<file path="config.mk">
export PLATFORM = sky130hd
export DESIGN_NAME = csel_adder_pipe
export DESIGN_NICKNAME = d
export VERILOG_FILES = /design/src/rtl/adder_pkg.sv /design/src/rtl/csel_segment.sv /design/src/rtl/csel_adder_pipe.sv
export SDC_FILE = /design/constraint.sdc
export NUM_CORES = 1
export LEC_CHECK = 0
export BUFFER_PORTS_ARGS = -buffer_cell sky130_fd_sc_hd__clkbuf_2
export CORE_MARGIN = 4
export CORE_UTILIZATION = 38
export DETAILED_ROUTE_END_ITERATION = 10
export GPL_TIMING_DRIVEN = 1
export SETUP_SLACK_MARGIN = 0.02
export SLEW_MARGIN = 40
export SYNTH_ARGS = -nofsm -noshare
export SYNTH_HDL_FRONTEND = slang
export SYNTH_HIERARCHICAL = 1
export SYNTH_SLANG_ARGS = --single-unit
</file>
<file path="constraint.sdc">
create_clock -name clk -period 3.6 [get_ports clk]
set_input_delay 0.72 -clock clk [delete_from_list [all_inputs] [get_ports clk]]
set_output_delay 0.72 -clock clk [all_outputs]
set_load 0.03 [all_outputs]
</file>
<file path="src/rtl/adder_pkg.sv">
// Shared helpers for the pipelined carry-select adder: stage count and
// parameter legality checks.
package adder_pkg;

    function automatic int unsigned stages(int unsigned w, int unsigned seg, int unsigned sps);
        return w / (seg * sps);
    endfunction

    function automatic bit width_ok(int unsigned w, int unsigned seg, int unsigned sps);
        return (w > 0) && (seg > 0) && (sps > 0) && ((w % (seg * sps)) == 0);
    endfunction

endpackage

</file>
<file path="src/rtl/csel_segment.sv">
// One carry-select segment: both candidate sums are formed up front and the
// incoming carry only drives the final mux.
module csel_segment #(
    parameter int unsigned SEG = 4
) (
    input  logic [SEG-1:0] a,
    input  logic [SEG-1:0] b,
    input  logic           cin,
    output logic [SEG-1:0] s,
    output logic           cout
);

    logic [SEG:0] sum0;
    logic [SEG:0] sum1;

    assign sum0 = {1'b0, a} + {1'b0, b};
    assign sum1 = {1'b0, a} + {1'b0, b} + (SEG+1)'(1);

    assign {cout, s} = cin ? sum1 : sum0;

endmodule

</file>
<file path="src/rtl/csel_adder_pipe.sv">
// Pipelined carry-select adder/subtractor: one slice of segments per stage,
// registered inter-stage carry, operand skew and sum de-skew registers.
module csel_adder_pipe
    import adder_pkg::*;
#(
    parameter int unsigned WIDTH         = 32,
    parameter int unsigned SEG           = 4,
    parameter int unsigned SEG_PER_STAGE = 2
) (
    input  logic             clk,
    input  logic             rst,
    input  logic             in_valid,
    output logic             in_ready,
    input  logic [WIDTH-1:0] a,
    input  logic [WIDTH-1:0] b,
    input  logic             ci,
    input  logic             sub,
    output logic             out_valid,
    input  logic             out_ready,
    output logic [WIDTH-1:0] s,
    output logic             co,
    output logic             ovf
);

    localparam int unsigned SliceW = SEG * SEG_PER_STAGE;
    localparam int unsigned Stages = stages(WIDTH, SEG, SEG_PER_STAGE);
    localparam int unsigned SkewN  = (Stages > 1) ? Stages - 1 : 1;

    if (!width_ok(WIDTH, SEG, SEG_PER_STAGE)) begin : g_bad_width
        $error("csel_adder_pipe: WIDTH must be a positive multiple of SEG*SEG_PER_STAGE");
    end

    logic             en;
    logic [WIDTH-1:0] b_eff;
    logic             c_eff;

    logic             v_q [Stages];
    logic             v_d [Stages];
    logic             c_q [Stages];
    logic             c_d [Stages];
    logic [WIDTH-1:0] s_q [Stages];
    logic [WIDTH-1:0] s_d [Stages];
    logic [WIDTH-1:0] a_q [SkewN];
    logic [WIDTH-1:0] a_d [SkewN];
    logic [WIDTH-1:0] b_q [SkewN];
    logic [WIDTH-1:0] b_d [SkewN];
    logic             ovf_q;
    logic             ovf_d;

    // The whole pipe freezes only while a result waits at the output.
    assign en       = !v_q[Stages-1] || out_ready;
    assign in_ready = en;
    assign b_eff    = sub ? ~b : b;
    assign c_eff    = sub | ci;

    for (genvar k = 0; k < Stages; k++) begin : g_stage
        localparam int unsigned Lo = k * SliceW;
        localparam logic [WIDTH-1:0] Mask = WIDTH'({SliceW{1'b1}}) << Lo;

        logic [WIDTH-1:0]         a_in;
        logic [WIDTH-1:0]         b_in;
        logic [WIDTH-1:0]         s_in;
        logic                     c_in;
        logic                     v_in;
        logic [SEG_PER_STAGE:0]   cy;
        logic [SliceW-1:0]        slice;

        if (k == 0) begin : g_first
            assign a_in = a;
            assign b_in = b_eff;
            assign s_in = '0;
            assign c_in = c_eff;
            assign v_in = in_valid;
        end else begin : g_next
            assign a_in = a_q[k-1];
            assign b_in = b_q[k-1];
            assign s_in = s_q[k-1];
            assign c_in = c_q[k-1];
            assign v_in = v_q[k-1];
        end

        assign cy[0] = c_in;

        for (genvar j = 0; j < SEG_PER_STAGE; j++) begin : g_seg
            csel_segment #(
                .SEG(SEG)
            ) u_seg (
                .a   (a_in[Lo + j*SEG +: SEG]),
                .b   (b_in[Lo + j*SEG +: SEG]),
                .cin (cy[j]),
                .s   (slice[j*SEG +: SEG]),
                .cout(cy[j+1])
            );
        end

        assign v_d[k] = v_in;
        assign c_d[k] = cy[SEG_PER_STAGE];
        assign s_d[k] = (s_in & ~Mask) | (WIDTH'(slice) << Lo);

        if (k == Stages - 1) begin : g_last
            // Carry into the MSB is recovered as a ^ b ^ s at that bit.
            assign ovf_d = a_in[WIDTH-1] ^ b_in[WIDTH-1] ^ slice[SliceW-1] ^ cy[SEG_PER_STAGE];
            if (k > 0) begin : g_unused
                logic unused_lo;
                assign unused_lo = ^{a_in[Lo-1:0], b_in[Lo-1:0]};
            end
        end else begin : g_skew
            assign a_d[k] = a_in;
            assign b_d[k] = b_in;
        end
    end

    always_ff @(posedge clk) begin
        if (rst) begin
            for (int k = 0; k < Stages; k++) begin
                v_q[k] <= 1'b0;
                c_q[k] <= 1'b0;
                s_q[k] <= '0;
            end
            ovf_q <= 1'b0;
        end else if (en) begin
            for (int k = 0; k < Stages; k++) begin
                v_q[k] <= v_d[k];
                c_q[k] <= c_d[k];
                s_q[k] <= s_d[k];
            end
            ovf_q <= ovf_d;
        end
    end

    // Operand skew registers carry no control meaning and need no reset.
    always_ff @(posedge clk) begin
        if (en) begin
            for (int k = 0; k < SkewN; k++) begin
                a_q[k] <= a_d[k];
                b_q[k] <= b_d[k];
            end
        end
    end

    assign out_valid = v_q[Stages-1];
    assign s         = s_q[Stages-1];
    assign co        = c_q[Stages-1];
    assign ovf       = ovf_q;

endmodule
</file>
==> flow_summary_export.csv <==
group,metric,value,unit
worst_setup_path,cp-end-kind,"flip-flop",
worst_hold_path,hold_class,"flip-flop to flip-flop",
grt,overflow,0,
pwr,p_leak,0.004245,uW
route,drtIter0Drc,237,
timing,slew_violations,0,
floorplan,die_width,157.9,um
worst_setup_path,max_stage_delay,0.43,ns
layout,final_cells,1015,
worst_setup_path,slowest_stage,"fa_1",
worst_hold_path,hp-start,"b_q[0][27]",
placed_design,gp_congestion,0.8866,
run_status,status,"completed",
route,ant_nets,0,
pwr,power_density,551.9,nW/um^2
layout,nets,840,
worst_setup_path,r2r_start,"a_q[0][88]",
grt,grt_use_total,0.1163,
timing,layout_min_cycle_time,3.404,ns
layout,n_antenna_cell,0,
clock_tree,cts.path.max_buffers,2,
synthesis,synth_nets,717,
worst_setup_path,reg2reg_depth,16,
synthesis,synth.distinct_cells,29,
floorplan,rows,54,
grt,grt_pass1_vias,4793,
clock_tree,cts.sinks,185,
timing,hold_viol_final,0,
synthesis,syn_inst,599,
layout,final_area,10040,um^2
grt,grtUsageMet3,0.03226,
synthesis,ys_seq_area_frac,0.6496,
synthesis,yosysTopAreaCell,"edfxtp_1",
timing,setup_viol,0,
clock_tree,cts-hold-fix-buffers,0,
grt,grtUsageMet1,0.1469,
clock_tree,cts-root-buf,"clkbuf_16",
route,routed_wl,14040,um
placed_design,dpl_cell_area,9447,um^2
pwr,peakVddDrop,0.2989,mV
route,drc,0,
timing,period_share,0.9455,
layout,area_growth,17.62,%
clock_tree,cts_inserted_buffers,17,
timing,clock-skew-final,0.008141,ns
worst_setup_path,reg2reg_to,"ovf",
layout,fillCellCount,1943,
worst_setup_path,critPathKind,"flip-flop to flip-flop",
grt,grt_start_max_net_pins,91,
layout,drive_above_1_share,0.2177,
route,firstDrtPassIters,5,
synthesis,synth_area_leaders,"edfxtp_1, and2_1, xor2_1",
floorplan,core,21960,um^2
grt,use_met2,0.1901,
placed_design,port_buffers,105,
synthesis,synth_area,8537,um^2
worst_setup_path,startpoint_type,"flip-flop",
clock_tree,clock_latency,0.42,ns
floorplan,start_util,0.3888,
worst_setup_path,cp_cell_sequence,"ha_2 > inv_1 > fa_1 > inv_1 > ha_1 > nand2_2 > or4_1 > a2bb2oi_1 > nand3_2 > nand2_2 > or4_1 > a2bb2oi_1 > nand3_1 > xor2_1 > xnor2_1 > a211oi_1",
grt,busiest_layer,"met2",
synthesis,postSynthAreaPerCell,14.25,um^2
floorplan,io_pins,106,
timing,rsz0062_at_grt,"no",
clock_tree,clk_pin_slew,0.07,ns
synthesis,synth_top_cell_area_share,0.6472,
placed_design,hpwl,9895,um
synthesis,ys_seq_elements,185,
worst_hold_path,min_path_cells,0,
floorplan,die_height,157.9,um
synthesis,yosysWarnings,6,
clock_tree,htree_levels,4,
grt,grt_pass1_wl,22710,um
clock_tree,cts_tree,"done",
worst_setup_path,critPathArrivalTime,3.74,ns
route,routedWlPerCell,13.83,um
timing,worst_slew_pin_slew,0.5531,ns
worst_setup_path,reg2reg_slack,0.20,ns
worst_setup_path,cp_max_fo,4,
job,drv_cap,0,
worst_hold_path,min_to,"b_q[0][59]",
route,viasPerCell,4.743,
placed_design,placed_cells,981,
worst_setup_path,crit_required,3.94,ns
timing,slew_headroom,0.6305,
timing,max_freq,293.8,MHz
floorplan,die_area,24930,um^2
timing,fin_tns_setup,0,ns
grt,antenna_found_initial,0,
route,num_vias,4814,
[layout by cell type (no fill, tap or decap), types with 2 or more instances in the layout]
cell and instances:
and2_1 88, inv_1 40, clkinv_4 3, fa_1 8, ha_1 38, nor3_1 8
clkbuf_16 17, edfxtp_1 184, a31oi_1 8, buf_12 3, a21oi_1 8, or4_1 8
a2111oi_1 2, clkinvlp_4 2, inv_6 3, o21ai_0 16, nand3_2 2, nand2_1 29
clkbuf_2 105, ha_2 2, o21a_1 16, a21o_1 8, nor2_1 9, xor2_1 58
xnor2_1 17, inv_8 5, nor2b_1 8, nand3_1 6, a2111oi_0 5, buf_4 9
nand2_2 3, a2bb2oi_1 8
[cell usage after synthesis]
library cell and count:
nor3_1 8, dfxtp_1 1, a21oi_1 8, nor2b_4 1, inv_1 40, fa_1 8, a211oi_1 1, and2_1 88
clkbuf_2 6, nand2b_4 1, or4_1 8, nor2b_1 8, a21o_1 8, buf_6 3, nor2_1 9, xor2_1 58
buf_2 1, a2111oi_0 8, a2bb2oi_1 8, or2_2 2, o21ai_0 16, edfxtp_1 184, xnor2_1 17, a31oi_1 8
o21a_1 16, nand3_1 8, nand2_1 32, buf_4 3, ha_1 40
[metal layers]
layer / routed length (um) / vias to the layer above
met5: 0 / -
met1: 6171 / 2311
li1: - / 2378
met2: 6973 / 108
met4: 233 / 0
met3: 657 / 17
[where the power goes]
part | internal, uW | switching (uW) | total (uW)
Clock | 916 | 841 | 1760
Combinational | 450 | 591 | 1040
Sequential | 2670 | 73.9 | 2740
Total | 4040 | 1510 | 5540
[worst max-delay path by stage]
stage / start / end / slack, ns / cells past startpoint
final: a_q[0][88] / ovf / 0.20 / 16
after global routing: a_q[0][8] / c_q[1] / 0.03 / 14
after CTS: a_q[0][88] / ovf / 0.04 / 16
after detailed placement: sub / c_q[0] / -0.07 / 16
after global placement: sub / c_q[0] / 0.05 / 16
after floorplan: sub / c_q[0] / -0.06 / 17
[worst max-delay path: cells and delay by family, from the launching register on]
kind	cells	cell delay [ns]
simple gates	6	1.24
xor+xnor	2	0.27
fa+ha+maj	3	0.78
flops	1	0.38
compound gates	3	0.51
buf+inv	2	0.14
[area by class of cell]
class	instances	area, um^2	area share
tap	280	350.3	0.03489
sequential	185	5545	0.5523
inverter	40	150.1	0.01495
clock inverter	14	128.9	0.01283
timing repair buffer	117	653.1	0.06505
clock buffer	18	429.2	0.04274
multi-input combinational	361	2784	0.2773
[cells by family after synthesis]
kind of cell | count (synthesis) | share of synthesized area
AOI/OAI and AO/OA | 73 | 0.05833
xor gates and xnor gates | 75 | 0.07695
adders and majority gates | 48 | 0.07738
buffers and inverters | 53 | 0.02829
DFF | 185 | 0.6496
and+or+nand+nor | 165 | 0.1095
[through the flow]
stage,setup slack [ns],hold slack (ns),power [uW],utilization
floorplan,-0.05922,0.4003,3542,-
global route,0.02911,0.4246,5854,0.4573
detailed placement,-0.07198,0.4045,3819,0.4302
CTS,0.04296,0.4213,5601,0.4562
global placement,0.04812,0.4036,3771,0.4302
finish,0.1962,0.4176,5541,0.4573
[what timing repair did]
item	in CTS	in global routing
setup endpoints to repair	1	3
pin swaps	1	3
resized for setup	1	7
buffers inserted	1	1
gates cloned	0	0
[state kept, by name (all words and copies together), names as in the netlist]
name / cells
b_q: 48
a_q: 48
c_q: 4
v_q: 4
s_q: 80
ovf: 1
Note: power is estimated with default switching activity, not from simulation.
